==> src/rtl/rpn_lan_from_network_bridge_router.sv <==
// Packet router from the network bridge to the RPN LAN reliability blocks.
// Each packet is classified on its head beat by its RPN message type. The
// route is then locked until tlast, and the packet is forwarded to exactly one
// output through a single pipeline register. Packets with no match are
// discarded, and the discards are counted.
module rpn_lan_from_network_bridge_router #(
    parameter int AXIS_DATA_WIDTH    = 64,
    parameter int AXIS_KEEP_WIDTH    = 8,
    parameter int AXIS_TID_WIDTH     = 8,
    parameter int AXIS_TDEST_WIDTH   = 8,
    parameter int AXIS_TUSER_WIDTH   = 32,
    parameter int NUM_OUTPUTS        = 3,
    parameter int RPN_MSG_TYPE_WIDTH = 8,
    parameter int DROP_CNT_WIDTH     = 16
) (
    input  logic                                         i_clk,
    input  logic                                         i_ap_rst,
    input  logic [NUM_OUTPUTS*RPN_MSG_TYPE_WIDTH-1:0]    i_route_msg_type,
    input  logic [NUM_OUTPUTS-1:0]                       i_route_enable,
    input  logic                                         from_network_bridge_tvalid,
    output logic                                         from_network_bridge_tready,
    input  logic [AXIS_DATA_WIDTH-1:0]                   from_network_bridge_tdata,
    input  logic [AXIS_KEEP_WIDTH-1:0]                   from_network_bridge_tkeep,
    input  logic [AXIS_TID_WIDTH-1:0]                    from_network_bridge_tid,
    input  logic [AXIS_TDEST_WIDTH-1:0]                  from_network_bridge_tdest,
    input  logic [AXIS_TUSER_WIDTH-1:0]                  from_network_bridge_tuser,
    input  logic                                         from_network_bridge_tlast,
    output logic [NUM_OUTPUTS-1:0]                       to_out_tvalid,
    input  logic [NUM_OUTPUTS-1:0]                       to_out_tready,
    output logic [AXIS_DATA_WIDTH-1:0]                   to_out_tdata,
    output logic [AXIS_KEEP_WIDTH-1:0]                   to_out_tkeep,
    output logic [AXIS_TID_WIDTH-1:0]                    to_out_tid,
    output logic [AXIS_TDEST_WIDTH-1:0]                  to_out_tdest,
    output logic [AXIS_TUSER_WIDTH-1:0]                  to_out_tuser,
    output logic                                         to_out_tlast,
    output logic [DROP_CNT_WIDTH-1:0]                    o_drop_count,
    output logic                                         o_drop_pulse
);

    localparam int SEL_W = (NUM_OUTPUTS > 1) ? $clog2(NUM_OUTPUTS) : 1;

    typedef enum logic [1:0] {HEAD, FWD, DROP} state_t;

    state_t                      state, state_next;
    logic [SEL_W-1:0]            sel, out_sel, hit_idx;
    logic                        hit, out_valid, sel_ready, in_ready;
    logic                        accept, fwd_load, drop_head;
    logic [AXIS_DATA_WIDTH-1:0]  tdata_p1;
    logic [AXIS_KEEP_WIDTH-1:0]  tkeep_p1;
    logic [AXIS_TID_WIDTH-1:0]   tid_p1;
    logic [AXIS_TDEST_WIDTH-1:0] tdest_p1;
    logic [AXIS_TUSER_WIDTH-1:0] tuser_p1;
    logic                        tlast_p1;

    // Saturating increment: the drop counter sticks at all-ones.
    function automatic logic [DROP_CNT_WIDTH-1:0] sat_inc(input logic [DROP_CNT_WIDTH-1:0] c);
        return (&c) ? c : c + DROP_CNT_WIDTH'(1);
    endfunction

    // Match the head beat's message type; the lowest enabled matching entry wins.
    always_comb begin
        hit     = 1'b0;
        hit_idx = '0;
        for (int k = NUM_OUTPUTS - 1; k >= 0; k--) begin
            if (i_route_enable[k] &&
                from_network_bridge_tdata[RPN_MSG_TYPE_WIDTH-1:0] ==
                i_route_msg_type[k*RPN_MSG_TYPE_WIDTH +: RPN_MSG_TYPE_WIDTH]) begin
                hit     = 1'b1;
                hit_idx = SEL_W'(k);
            end
        end
    end

    // Ready of the output that currently owns the held beat.
    always_comb begin
        sel_ready = 1'b0;
        for (int k = 0; k < NUM_OUTPUTS; k++) begin
            if (out_sel == SEL_W'(k)) sel_ready = to_out_tready[k];
        end
    end

    // Input ready, handshake decode and next state. Discards bypass the
    // pipeline register, so they never wait on a stalled output.
    always_comb begin
        state_next = state;
        fwd_load   = 1'b0;
        drop_head  = 1'b0;
        case (state)
            HEAD:    in_ready = hit ? (!out_valid || sel_ready) : 1'b1;
            FWD:     in_ready = !out_valid || sel_ready;
            default: in_ready = 1'b1;
        endcase
        if (i_ap_rst) in_ready = 1'b0;
        accept = from_network_bridge_tvalid && in_ready;
        if (accept) begin
            case (state)
                HEAD: begin
                    if (hit) begin
                        fwd_load = 1'b1;
                        if (!from_network_bridge_tlast) state_next = FWD;
                    end else begin
                        drop_head = 1'b1;
                        if (!from_network_bridge_tlast) state_next = DROP;
                    end
                end
                FWD: begin
                    fwd_load = 1'b1;
                    if (from_network_bridge_tlast) state_next = HEAD;
                end
                default: begin
                    if (from_network_bridge_tlast) state_next = HEAD;
                end
            endcase
        end
    end

    assign from_network_bridge_tready = in_ready;

    // State register.
    always_ff @(posedge i_clk or posedge i_ap_rst) begin
        if (i_ap_rst) state <= HEAD;
        else          state <= state_next;
    end

    // Route lock: the port is latched only on an accepted, matched head.
    always_ff @(posedge i_clk or posedge i_ap_rst) begin
        if (i_ap_rst)                      sel <= '0;
        else if (state == HEAD && fwd_load) sel <= hit_idx;
    end

    // Stage p1: output pipeline register. A load and a drain in the same
    // cycle keep out_valid high and replace the payload.
    always_ff @(posedge i_clk or posedge i_ap_rst) begin
        if (i_ap_rst) begin
            out_valid <= 1'b0;
            out_sel   <= '0;
            tdata_p1  <= '0;
            tkeep_p1  <= '0;
            tid_p1    <= '0;
            tdest_p1  <= '0;
            tuser_p1  <= '0;
            tlast_p1  <= 1'b0;
        end else if (fwd_load) begin
            out_valid <= 1'b1;
            out_sel   <= (state == HEAD) ? hit_idx : sel;
            tdata_p1  <= from_network_bridge_tdata;
            tkeep_p1  <= from_network_bridge_tkeep;
            tid_p1    <= from_network_bridge_tid;
            tdest_p1  <= from_network_bridge_tdest;
            tuser_p1  <= from_network_bridge_tuser;
            tlast_p1  <= from_network_bridge_tlast;
        end else if (out_valid && sel_ready) begin
            out_valid <= 1'b0;
        end
    end

    // Drop accounting, visible the cycle after the discarded head is accepted.
    always_ff @(posedge i_clk or posedge i_ap_rst) begin
        if (i_ap_rst) begin
            o_drop_pulse <= 1'b0;
            o_drop_count <= '0;
        end else begin
            o_drop_pulse <= drop_head;
            if (drop_head) o_drop_count <= sat_inc(o_drop_count);
        end
    end

    // Fan the held beat's valid out to its owning output only.
    always_comb begin
        to_out_tvalid = '0;
        for (int k = 0; k < NUM_OUTPUTS; k++) begin
            to_out_tvalid[k] = out_valid && (out_sel == SEL_W'(k));
        end
    end

    assign to_out_tdata  = tdata_p1;
    assign to_out_tkeep  = tkeep_p1;
    assign to_out_tid    = tid_p1;
    assign to_out_tdest  = tdest_p1;
    assign to_out_tuser  = tuser_p1;
    assign to_out_tlast  = tlast_p1;

endmodule

==> config.mk <==
export PLATFORM = sky130hd
export DESIGN_NAME = rpn_lan_from_network_bridge_router
export DESIGN_NICKNAME = d
export VERILOG_FILES = /design/src/rtl/rpn_lan_from_network_bridge_router.sv
export SDC_FILE = /design/constraint.sdc
export NUM_CORES = 1
export LEC_CHECK = 0
export BUFFER_PORTS_ARGS = -buffer_cell sky130_fd_sc_hd__buf_2
export CORE_ASPECT_RATIO = 0.8
export CORE_UTILIZATION = 50
export DETAILED_ROUTE_END_ITERATION = 16
export GPL_ROUTABILITY_DRIVEN = 0
export PLACE_DENSITY_LB_ADDON = 0.3
export SLEW_MARGIN = 20
export SYNTH_ARGS = -nofsm -noshare
export SYNTH_HDL_FRONTEND = slang
export SYNTH_SLANG_ARGS = --single-unit
==> constraint.sdc <==
create_clock -name i_clk -period 10.2 [get_ports i_clk]
set_clock_uncertainty 0.15 [all_clocks]
set_input_delay 0.51 -clock i_clk [delete_from_list [all_inputs] [get_ports i_clk]]
set_output_delay 0.51 -clock i_clk [all_outputs]
set_load 0.005 [all_outputs]
== Word level (Yosys, flattened, before mapping) ==
Index checks and enable logic that the tools add are counted.

* Bitwise logic cells: 1
* Add/subtract/negate cells: 1
* Reduce and logical (&&, ||, !) cells: 18
* Divide/modulo/power cells: 0
* Eq/ne operators: 7
* Shift operators: 0
* $mul: 0
* Mux-type cells: 26
* Magnitude comparators: 0

{| class="wikitable"
|+ Operators with widths
! kind !! number
|-
| $eq 8x8->1 || 3
|-
| $mux 2 || 9
|-
| $add 16x1->16 const B || 1
|-
| $reduce_and 16->1 || 1
|-
| $mux 1 || 15
|-
| $logic_and 1x1->1 || 9
|-
| $eq 2x1->1 const B || 2
|-
| $logic_not 2->1 || 2
|-
| $pmux 1 s2 || 2
|-
| $reduce_bool 2->1 || 2
|-
| $reduce_and 3->1 || 1
|-
| $eq 2x2->1 const B || 1
|-
| $ne 2x2->1 const B || 1
|-
| $reduce_and 2->1 || 1
|-
| $logic_not 1->1 || 1
|-
| $logic_or 1x1->1 || 1
|-
| $not 1->1 || 1
|}

* RAM bits: 0
* Input bits: 154
* ROM bits: 0
* Output and inout port bits: 142
* Register bits: 145
* Bits in latches: 0
* Memories: 0

== Longest topological paths before layout ==
* Depth in word-level cells: 11
* Gate-level depth with buffers: 10
* Depth with buffers taken out: 7

== Worst setup path before layout ==
OpenSTA, ideal clock, no wires.

* Path type: input-to-reg
* Start point: input i_ap_rst
* End point: register state[0]
* Data required time: 9.926 ns
* Stages: 4
* Path buffers: 0
* Arrival time: 4.305 ns
* Path slack: 5.621 ns
* Cell sequence: inv_1 > nand3_1 > a31oi_1 > nor2_1

* Cells in the longest elaborated chain, start to end: 3

{| class="wikitable"
|+ RTL lines
! what !! line !! source
|-
| start, declared || 17 || <nowiki>input logic i_ap_rst,</nowiki>
|-
| $mux 1 || 93 || <nowiki>if (i_ap_rst) in_ready = 1'b0;</nowiki>
|-
| $logic_and 1x1->1 || 94 || <nowiki>accept = from_network_bridge_tvalid && in_ready;</nowiki>
|-
| $reduce_and 3->1 (no source line) || - ||
|-
| end signal, assigned || 122 || <nowiki>else state <= state_next;</nowiki>
|-
| end, declared || 44 || <nowiki>state_t state, state_next;</nowiki>
|}

No other way between the ends.
A chain may end at the register's enable or synchronous reset.

== Worst setup path after layout ==
* Start point: register out_sel[0]
* End point: register tdata_p1[36] (netlist: to_out_tdata[36])

* Cells in the longest elaborated chain, start to end: 10
* Elaborated cells on any way between the ends: 12
* Classes of those cells: eq/ne: 2; mux: 7; reduce/logical: 3

{| class="wikitable"
|+ RTL lines
! what !! line !! source
|-
| start, declared || 45 || <nowiki>logic [SEL_W-1:0] sel, out_sel, hit_idx;</nowiki>
|-
| start signal, assigned || 145 || <nowiki>out_sel <= (state == HEAD) ? hit_idx : sel;</nowiki>
|-
| $logic_not 2->1 || 78 || <nowiki>if (out_sel == SEL_W'(k)) sel_ready = to_out_tready[k];</nowiki>
|-
| $mux 1 (2 in a row) || 78 ||
|-
| $mux 1 * || 78 ||
|-
| $logic_or 1x1->1 * || 89, 90 ||
|-
| $mux 1 || 89 || <nowiki>HEAD: in_ready = hit ? (!out_valid || sel_ready) : 1'b1;</nowiki>
|-
| $pmux 1 s2 * || 88 || <nowiki>case (state)</nowiki>
|-
| $mux 1 * || 93 ||
|-
| $logic_and 1x1->1 * || 94 ||
|-
| $mux 1 * || 95 || <nowiki>if (accept) begin</nowiki>
|-
| end signal, assigned || 146 || <nowiki>tdata_p1 <= from_network_bridge_tdata;</nowiki>
|-
| end, declared || 48 || <nowiki>logic [AXIS_DATA_WIDTH-1:0] tdata_p1;</nowiki>
|}

Every way passes the cells marked *; elsewhere a longest branch is shown, timed or not.

==> reports/qor.txt <==
Status - complete, no violations
Setup TNS - 0 ns
Final-report setup violation count - 0
Crit Path Max Fanout - 75
DP Cell Count - 863
Syn Nets - 565
FF-to-FF setup slack - 6.13 ns
H-tree depth - 4
First-pass GRT wire length - 22600 um
Fin. max-slew vios - 0
Non-filler cells, final - 894
Synth Register Bits - 145
Die width - 127 um
Clock power share - 44.3%
Crit-path max cell delay - 0.96 ns
Clock transition at the registers of the reported paths - 0.06 ns
Share of layout cells above drive strength 1 - 62.5%
Leakage power - 0.00472 uW
Fin crit period - 4.07 ns
Critical Path RT - 10.35 ns
Internal power - 1190 uW
Area Growth Syn to Fin - 35.7%
Worst EP arrival - 4.21 ns
Worst-Skew Late Latency - 0.41 ns
PwrDens - 181 nW/um^2
Post-synth top flop - dfrtp_1
Io pins - 296
Worst Setup Start Kind - flip-flop
Maximum vdd drop - 0.115 mV
DR DRC count - 0
Master of the slowest instance on the critical path - buf_4
CTS tree - done
Seq pwr share - 43.1%
CTS buffer count - 17
Unique masters post-synth - 31
DRT Pass-1 Iters - 4
Syn Std Cell Area - 6260 um^2
Synth async-reset ratio - 100%
Critical path class - reg -> reg
Most frequent cells in the layout - buf_2, dfrtp_1, mux2_4
Number of I/O port buffers - 295
Final period utilization - 39.9%
Vias in the first global route - 4512
Post-CTS Hold Buffers - 0
Slew Limit Headroom - 25.9%
Share of Yosys cell area claimed by the top area cell type - 57.9%
Initial antenna violation count - 0
Synth area leaders - dfrtp_1, mux2_4, mux2_2
Nature of the critical path endpoint - flip-flop
Total Nets Final - 866
F_max - 0.246 GHz
Total track usage - 23.1%
Largest net degree at the start of global routing - 77
Die ar. - 13000 um^2
Die Span Y - 102 um
Post-synth EDFFs - 0
Maxcap violations - 0
Yosys warning count - 0
Syn Area/Cell - 15.3 um^2
DR vias - 4428
Overflow after GRT - 0
Worst-margin pin slew - 1.11 ns
Clock sink total - 145
Vias/cell - 4.95
Synth area leader - dfrtp_1
Syn Inst Count - 410
Instance count on the critical path - 6
Post-DP HPWL - 10800 um
Final WL - 14700 um
Starting density of the core - 51.3%
Core Region - 12200 um^2
Psw - 347 uW
Commonest non-fill, non-tap cell in the layout - buf_2
Reg2reg start - out_sel[0]
Fin util - 69.6%
Buf/Inv on CP - 1
R2R depth - 6
Root Buffer - clkbuf_16
Initial drt markers - 96
Comb pwr share - 12.6%
Sequential area share after synthesis - 57.9%
Deepest clock path buffer count - 2
Hold/Removal Path Class - in -> async
Net Sw Frac - 22.5%
Postcts setup bufs - 0
Final ANT Viol Nets - 0
CTS resizes - 0
Worst r2r dst - to_out_tdata[36]
Hold Vio Cnt, Final - 0
Cell family with most CP delay - compound AO/OA/AOI/OAI gates
Ant diodes - 0
Rows - 36
Crit-path cells - mux2i_1 > o211ai_1 > nor3b_1 > o21a_4 > buf_4 > mux2_2
RSZ-0062 raised after global routing - no
Wirelength per Cell - 16.5 um
-- cell families (layout without fill, tap and decap cells) --
kind of cell    count (synthesis)  in the layout  share of synthesized area [%]
flops                         145            145                           57.9
mux                           124            124                           26.9
simple gates                   69             69                           5.83
xor+xnor                       38             38                           5.31
compound gates                 14             14                           1.36
buf+inv                        19            332                           2.44
fa+ha+maj                       1              1                          0.200
-- cell usage after synthesis (2+ instances only) --
master	number
a31oi_1	3
buf_2	5
nor2_1	7
buf_6	10
and3_1	5
nor4_1	2
dfrtp_1	145
nor3_1	9
nand3_1	12
mux2_2	45
nand2b_1	4
a21oi_1	2
mux2_4	78
nand2_1	15
nor3b_1	2
or3_1	2
inv_1	4
xor2_1	5
xnor2_1	33
o21ai_0	5
nand4_1	7
-- sequential cells by signal, summed over array words and instances (netlist names), 2 cells and up --
name	cells
to_out_tid	8
to_out_tkeep	8
to_out_tdata	64
to_out_tuser	32
out_sel	2
o_drop_count	16
state	2
to_out_tdest	8
sel	2
-- layout make-up --
class	count	area [um^2]
inverters	4	20.0
fillers	862	3710
well taps	171	214
clock buffers	22	474
multi-input cells	246	2490
flip-flops and latches	145	3630
clock inverters	9	179
repair buffers	297	1490
-- metal layers --
| layer | vias up | GRT usage [%] | wire length, um |
|---|---|---|---|
| li1 | 2046 | - | - |
| met1 | 2174 | 27.1 | 5970 |
| met5 | - | 0 | 0 |
| met3 | 30 | 9.16 | 1010 |
| met4 | 0 | 10.3 | 383 |
| met2 | 178 | 38.1 | 7370 |
-- worst max-delay path by stage --
| stage | from | end |
|---|---|---|
| after floorplan | i_ap_rst | state[0] |
| after global placement | from_network_bridge_tdata[2] | to_out_tdata[61] |
| after detailed placement | from_network_bridge_tdata[4] | to_out_tdata[36] |
| after CTS | out_sel[0] | to_out_tdata[36] |
| after global routing | out_sel[0] | to_out_tdata[35] |
| final | out_sel[0] | to_out_tdata[36] |
-- per-stage QoR --
stage | cell area, um^2 | worst slack (ns) | total power, uW | hold slack [ns]
6_report | 8500 | 6.13 | 1540 | 0.0779
3_3_place_gp | 7850 | 6.06 | 861 | 0.331
3_5_place_dp | 7850 | 5.85 | 870 | 0.335
4_1_cts | 8500 | 6.13 | 1560 | 0.0873
5_1_grt | 8500 | 5.88 | 1610 | 0.119
2_1_floorplan | 6260 | 5.62 | 761 | 0.328
-- power groups by stage --
stage	Clock [uW]	Combinational, uW	Sequential [uW]
6_report	682	194	664
5_1_grt	721	215	672
4_1_cts	695	198	664
3_5_place_dp	0	197	673
3_3_place_gp	0	191	670
2_1_floorplan	0	87.6	673
Note: power is estimated with default switching activity, not from simulation.
